==> src/rtl/despachador_divisor_if.sv <==
// Handshake bundle for the divider issue stage: input pair stream, divider
// START/DONE side and result stream. The slave modport is the dispatcher's view.
interface despachador_divisor_if #(
  parameter int SIZE  = 32,
  parameter int DEPTH = 4
);
  logic                         in_valid;
  logic                         in_ready;
  logic [SIZE-1:0]              in_num;
  logic [SIZE-1:0]              in_den;

  logic                         div_rst_n;
  logic                         div_start;
  logic [SIZE-1:0]              div_num;
  logic [SIZE-1:0]              div_den;
  logic [SIZE-1:0]              div_coc;
  logic [SIZE-1:0]              div_res;
  logic                         div_done;

  logic                         out_valid;
  logic                         out_ready;
  logic [SIZE-1:0]              out_coc;
  logic [SIZE-1:0]              out_res;
  logic                         out_divzero;

  logic [$clog2(DEPTH+1)-1:0]   count;

  modport slave (
    input  in_valid, in_num, in_den,
    input  div_coc, div_res, div_done,
    input  out_ready,
    output in_ready,
    output div_rst_n, div_start, div_num, div_den,
    output out_valid, out_coc, out_res, out_divzero,
    output count
  );

  modport master (
    output in_valid, in_num, in_den,
    output div_coc, div_res, div_done,
    output out_ready,
    input  in_ready,
    input  div_rst_n, div_start, div_num, div_den,
    input  out_valid, out_coc, out_res, out_divzero,
    input  count
  );
endinterface

==> src/rtl/despachador_divisor.sv <==
// Issue stage for divisor_top: in-order FIFO of num/den pairs, one operation in
// flight, den==0 answered locally without touching the divider.
module despachador_divisor #(
  parameter int SIZE  = 32,
  parameter int DEPTH = 4
) (
  input logic                  clk,
  input logic                  rst,
  despachador_divisor_if.slave bus
);
  localparam int AW = $clog2(DEPTH);
  localparam int CW = $clog2(DEPTH+1);

  typedef struct packed {
    logic [SIZE-1:0] num;
    logic [SIZE-1:0] den;
  } req_t;

  typedef struct packed {
    logic [SIZE-1:0] coc;
    logic [SIZE-1:0] res;
    logic            divzero;
  } rsp_t;

  typedef enum logic [1:0] {IDLE, ISSUE, WAIT, HOLD} state_t;

  state_t        state, state_nx;
  req_t          fifo_q [DEPTH];
  logic [AW-1:0] wr_ptr, rd_ptr;
  logic [CW-1:0] cnt;
  req_t          head, op_q;
  rsp_t          rsp_q;
  logic          out_vld;
  logic          full, push, pop, head_dz;
  logic          load_div, load_dz, load_done, release_out;

  assign full    = (cnt == CW'(DEPTH));
  assign push    = bus.in_valid && !full;
  assign head    = fifo_q[rd_ptr];
  assign head_dz = (head.den == '0);

  always_ff @(posedge clk) begin
    if (rst) begin
      wr_ptr <= '0;
      rd_ptr <= '0;
      cnt    <= '0;
    end else begin
      if (push) wr_ptr <= wr_ptr + AW'(1);
      if (pop)  rd_ptr <= rd_ptr + AW'(1);
      if (push && !pop)      cnt <= cnt + CW'(1);
      else if (pop && !push) cnt <= cnt - CW'(1);
    end
  end

  // Storage needs no reset: occupancy alone decides what is valid.
  always_ff @(posedge clk) begin
    if (push) fifo_q[wr_ptr] <= {bus.in_num, bus.in_den};
  end

  always_ff @(posedge clk) begin
    if (rst) state <= IDLE;
    else     state <= state_nx;
  end

  // DONE only matters in WAIT; a stray pulse anywhere else is dropped.
  always_comb begin
    state_nx    = state;
    pop         = 1'b0;
    load_div    = 1'b0;
    load_dz     = 1'b0;
    load_done   = 1'b0;
    release_out = 1'b0;
    unique case (state)
      IDLE: begin
        if (cnt != '0) begin
          pop = 1'b1;
          if (head_dz) begin
            load_dz  = 1'b1;
            state_nx = HOLD;
          end else begin
            load_div = 1'b1;
            state_nx = ISSUE;
          end
        end
      end
      ISSUE: state_nx = WAIT;
      WAIT: begin
        if (bus.div_done) begin
          load_done = 1'b1;
          state_nx  = HOLD;
        end
      end
      HOLD: begin
        if (bus.out_ready) begin
          release_out = 1'b1;
          state_nx    = IDLE;
        end
      end
      default: state_nx = IDLE;
    endcase
  end

  always_ff @(posedge clk) begin
    if (rst) begin
      op_q    <= '0;
      rsp_q   <= '0;
      out_vld <= 1'b0;
    end else begin
      if (load_div) op_q <= head;
      if (load_dz) begin
        rsp_q   <= {{SIZE{1'b1}}, head.num, 1'b1};
        out_vld <= 1'b1;
      end else if (load_done) begin
        rsp_q   <= {bus.div_coc, bus.div_res, 1'b0};
        out_vld <= 1'b1;
      end else if (release_out) begin
        out_vld <= 1'b0;
      end
    end
  end

  assign bus.in_ready    = !full;
  assign bus.count       = cnt;
  assign bus.div_rst_n   = ~rst;
  assign bus.div_start   = (state == ISSUE);
  assign bus.div_num     = op_q.num;
  assign bus.div_den     = op_q.den;
  assign bus.out_valid   = out_vld;
  assign bus.out_coc     = rsp_q.coc;
  assign bus.out_res     = rsp_q.res;
  assign bus.out_divzero = rsp_q.divzero;

  a_cnt_bound: assert property (@(posedge clk) disable iff (rst) cnt <= CW'(DEPTH));
  a_start_pulse: assert property (@(posedge clk) disable iff (rst) (state == ISSUE) |=> (state == WAIT));
endmodule

==> src/flat_wrapper.sv <==
// flat-port wrapper written by rule: the top's interface ports become plain ports
module despachador_divisor_flat 
#(
  parameter int SIZE  = 32,
  parameter int DEPTH = 4
)
  (clk, rst, bus_in_valid, bus_in_num, bus_in_den, bus_div_coc, bus_div_res, bus_div_done, bus_out_ready, bus_in_ready, bus_div_rst_n, bus_div_start, bus_div_num, bus_div_den, bus_out_valid, bus_out_coc, bus_out_res, bus_out_divzero, bus_count);
  despachador_divisor_if #(.SIZE(SIZE), .DEPTH(DEPTH)) bus_i ();
  input logic clk;
  input logic rst;
  input wire logic [$bits(bus_i.in_valid)-1:0] bus_in_valid;
  input wire logic [$bits(bus_i.in_num)-1:0] bus_in_num;
  input wire logic [$bits(bus_i.in_den)-1:0] bus_in_den;
  input wire logic [$bits(bus_i.div_coc)-1:0] bus_div_coc;
  input wire logic [$bits(bus_i.div_res)-1:0] bus_div_res;
  input wire logic [$bits(bus_i.div_done)-1:0] bus_div_done;
  input wire logic [$bits(bus_i.out_ready)-1:0] bus_out_ready;
  output wire logic [$bits(bus_i.in_ready)-1:0] bus_in_ready;
  output wire logic [$bits(bus_i.div_rst_n)-1:0] bus_div_rst_n;
  output wire logic [$bits(bus_i.div_start)-1:0] bus_div_start;
  output wire logic [$bits(bus_i.div_num)-1:0] bus_div_num;
  output wire logic [$bits(bus_i.div_den)-1:0] bus_div_den;
  output wire logic [$bits(bus_i.out_valid)-1:0] bus_out_valid;
  output wire logic [$bits(bus_i.out_coc)-1:0] bus_out_coc;
  output wire logic [$bits(bus_i.out_res)-1:0] bus_out_res;
  output wire logic [$bits(bus_i.out_divzero)-1:0] bus_out_divzero;
  output wire logic [$bits(bus_i.count)-1:0] bus_count;
  assign bus_i.in_valid = bus_in_valid;
  assign bus_i.in_num = bus_in_num;
  assign bus_i.in_den = bus_in_den;
  assign bus_i.div_coc = bus_div_coc;
  assign bus_i.div_res = bus_div_res;
  assign bus_i.div_done = bus_div_done;
  assign bus_i.out_ready = bus_out_ready;
  assign bus_in_ready = bus_i.in_ready;
  assign bus_div_rst_n = bus_i.div_rst_n;
  assign bus_div_start = bus_i.div_start;
  assign bus_div_num = bus_i.div_num;
  assign bus_div_den = bus_i.div_den;
  assign bus_out_valid = bus_i.out_valid;
  assign bus_out_coc = bus_i.out_coc;
  assign bus_out_res = bus_i.out_res;
  assign bus_out_divzero = bus_i.out_divzero;
  assign bus_count = bus_i.count;
  despachador_divisor #(.SIZE(SIZE), .DEPTH(DEPTH)) u_core (.clk(clk), .rst(rst), .bus(bus_i));
endmodule
==> config.mk <==
export PLATFORM = sky130hd
export DESIGN_NAME = despachador_divisor_flat
export DESIGN_NICKNAME = d
export VERILOG_FILES = /design/src/rtl/despachador_divisor_if.sv /design/src/rtl/despachador_divisor.sv /design/src/flat_wrapper.sv
export SDC_FILE = /design/constraint.sdc
export NUM_CORES = 1
export LEC_CHECK = 0
export CORE_MARGIN = 4
export CORE_UTILIZATION = 35
export CTS_CLUSTER_DIAMETER = 80
export DETAILED_ROUTE_END_ITERATION = 8
export GPL_ROUTABILITY_DRIVEN = 0
export PLACE_DENSITY_LB_ADDON = 0.05
export SYNTH_ARGS = -nofsm -noshare
export SYNTH_HDL_FRONTEND = slang
export SYNTH_SLANG_ARGS = --single-unit
==> constraint.sdc <==
create_clock -name clk -period 5.3 [get_ports clk]
set_input_delay 0.795 -clock clk [delete_from_list [all_inputs] [get_ports clk]]
set_output_delay 0.795 -clock clk [all_outputs]
set_load 0.02 [all_outputs]
==> results.sh <==
export IMPL_syn_area_um2=15100
export IMPL_status="complete, no violations"
export IMPL_crit_path_end_kind="flop"
export IMPL_synth_area_leaders="edfxtp_1, dfxtp_1, mux4_2, nand2_1, mux2i_1"
export IMPL_final_core_util_pct=46.8
export IMPL_ctsResizeCount=0
export IMPL_yosys_area_top_type="edfxtp_1"
export IMPL_design_area_um2=19800
export IMPL_initial_utilization_pct=35.7
export IMPL_holdPathEnd="u_core.bus.out_divzero"
export IMPL_r2r_end="u_core.bus.out_res[19]"
export IMPL_placed_area_um2=18400
export IMPL_max_freq_mhz=279
export IMPL_min_from="u_core.bus.out_divzero"
export IMPL_power_leakage_nw=6.99
export IMPL_synth_most_common_cell="nand2_1"
export IMPL_root_buffer="clkbuf_16"
export IMPL_crit_path_max_fanout=66
export IMPL_cp_required_ns=5.69
export IMPL_final_max_slew_violation_count=0
export IMPL_drv_cap=0
export IMPL_cts_buffers=44
export IMPL_track_usage_pct=16.6
export IMPL_synthFlopType="edfxtp_1"
export IMPL_antenna_found_initial=2
export IMPL_nets=1455
export IMPL_maxSlewHeadroom_pct=28.9
export IMPL_fin_worst_skew_ns=0.0196
export IMPL_area_delta_synth_final_pct=31.1
export IMPL_arrival_ns=3.98
export IMPL_die_w_um=216
export IMPL_vias_per_cell=4.76
export IMPL_layout_drive_gt1_share_pct=11.5
export IMPL_wire_per_inst_um=20.3
export IMPL_r2r_setup_slack_ns=1.71
export IMPL_n_fill_cell=3804
export IMPL_grt_pass1_vias=9521
export IMPL_syn_nets=1190
export IMPL_cts_setup_buffers=0
export IMPL_cts_buffer_depth=3
export IMPL_finalSetupViolCount=0
export IMPL_hp_class="flop to flop"
export IMPL_cts_tree="done"
export IMPL_htreeDepth=2
export IMPL_clk_pin_slew_ns=0.06
export IMPL_pin_count=269
export IMPL_clock_latency_ns=0.56
export IMPL_criticalPathCategory="flop to flop"
export IMPL_overflow=0
export IMPL_grt_pass1_wl_um=59600
export IMPL_postCtsHoldBufs=0
export IMPL_wirelength_um=39200
export IMPL_grt_setup_unrepaired="false"
export IMPL_cts_sinks=397
export IMPL_tns_ns=0
export IMPL_crit_path_start_kind="flop"
export IMPL_postSynth_asyncResetShare_pct=0
export IMPL_post_route_period_util_pct=67.7
export IMPL_synth_edf_count=256
export IMPL_rr_worst_depth=7
export IMPL_netlist_instances=1047
export IMPL_synth_common_cells="nand2_1, edfxtp_1, dfxtp_1"
export IMPL_ys_ff_latch=397
export IMPL_worstMarginPinSlew_ns=1.07
export IMPL_rows=75
export IMPL_dieArea_um2=46600
export IMPL_dieHeight_um=216
export IMPL_fin_total_pwr_w=0.00981
export IMPL_via_count=9171
export IMPL_synth_top_area_share_pct=50.9
export IMPL_min_period_ns=3.59
export IMPL_port_buffers=268
export IMPL_seq_area_frac_synth_pct=69.6
export IMPL_remaining_drc_errors=0
export IMPL_hold_viol_final=0
export IMPL_synth_cell_types=30
export IMPL_grt_max_degree=67
export IMPL_syn_area_per_cell_um2=14.4
export IMPL_hpwl_um=25200
export IMPL_core_area_um2=42300
export IMPL_drt_pass1_iter_count=5
export IMPL_ir_drop_mv=0.246
export IMPL_dr_first_iter_drc_count=517
export IMPL_yosys_warnings=0
export IMPL_powerDensity_nw_per_um2=495
export IMPL_postRouteAntennaNets=0
export IMPL_holdPathStages=2
[area by class of cell]
cell class	instances	area (µm²)	area share, %
Clock inverter	15	104	0.524
Tap cell	577	722	3.65
Sequential cell	397	10500	53.1
Antenna cell	1	2.50	0.0126
Inverter	8	35.0	0.177
Multi-Input combinational cell	577	4310	21.7
Clock buffer	66	1320	6.65
Timing Repair Buffer	284	2800	14.1
[worst max path at each step]
| stage | start | endpoint | slack (ns) | depth (start not counted) |
|---|---|---|---|---|
| 3_3_place_gp | flop | u_core.bus.out_res[14] | 1.59 | 7 |
| 3_5_place_dp | flop | u_core.bus.out_res[19] | 1.54 | 7 |
| 4_1_cts | flop | u_core.bus.out_res[7] | 1.55 | 7 |
| 6_report | flop | u_core.bus.out_res[19] | 1.71 | 7 |
| 5_1_grt | flop | u_core.bus.out_coc[1] | 1.33 | 7 |
| 2_1_floorplan | u_core.bus.count[0] | u_core.fifo_q[0][0] | 2.46 | 3 |
[metrics by stage]
stage / hold slack (ns) / worst slack (ns) / std cells
after floorplan: 0.485 / 2.46 / 1047
after global placement: 0.441 / 1.59 / 1843
after detailed placement: 0.449 / 1.54 / 1843
after CTS: 0.457 / 1.55 / 1924
after global routing: 0.473 / 1.33 / 1924
final: 0.455 / 1.71 / 1925
[critical path: stages (launching register included)]
cell and delay (ns):
dfxtp_4 0.78, buf_4 0.38, mux4_2 0.55, nor4_1 0.45, and4_1 0.42, nand3_4 0.09, buf_4 0.37, mux2i_1 0.24
[routing by layer]
metal	GRT usage, %	share of wire, %	up-vias
met5	0	0.033	-
met4	4.83	2.1	2
met3	3.98	5.9	52
met2	27.1	47	241
met1	22.3	44	4546
li1	-	-	4330
[flip-flops by register name, summed over array words and instances (netlist names), named ones only]
| name | count |
|---|---|
| u_core.bus.div_num | 32 |
| u_core.state | 2 |
| u_core.bus.out_coc | 32 |
| u_core.rd_ptr | 2 |
| u_core.fifo_q | 256 |
| u_core.bus.div_den | 32 |
| u_core.bus.out_divzero | 1 |
| u_core.wr_ptr | 2 |
| u_core.bus.count | 3 |
| u_core.bus.out_res | 32 |
| u_core.bus.out_valid | 1 |
[placed cells by master, fill, tap and decap left out, types with 3 or more instances in the layout]
master / Yosys / layout
clkbuf_8: 0 / 7
ha_1: 9 / 9
buf_4: 8 / 16
nor3_1: 3 / 3
nor2b_1: 3 / 3
inv_1: 7 / 7
clkinv_1: 0 / 6
dfxtp_1: 141 / 139
mux4_2: 64 / 64
nand2_1: 325 / 324
edfxtp_1: 256 / 256
clkbuf_16: 0 / 47
mux2i_1: 98 / 98
xor2_1: 3 / 3
clkdlybuf4s50_1: 0 / 267
and3_4: 0 / 4
a21oi_1: 6 / 5
clkbuf_1: 40 / 12
nor2_1: 9 / 9
a31oi_1: 33 / 33
clkinv_2: 0 / 7
nor4_1: 8 / 8
[kinds of logic after synthesis]
group,synth area share (%)
flops,69.6
simple gates,9.29
mux,16.0
buf+inv,2.25
compound gates,1.69
fa+ha+maj,0.878
xor+xnor,0.290
[report_power, final]
group / internal [W] / switching [W] / leakage [nW]
sequential: 0.00382 / 0.000327 / 3.50
combinational: 0.00127 / 0.00143 / 2.79
clock: 0.00176 / 0.00120 / 0.701
No activity file was read; power rests on OpenSTA's default activity.
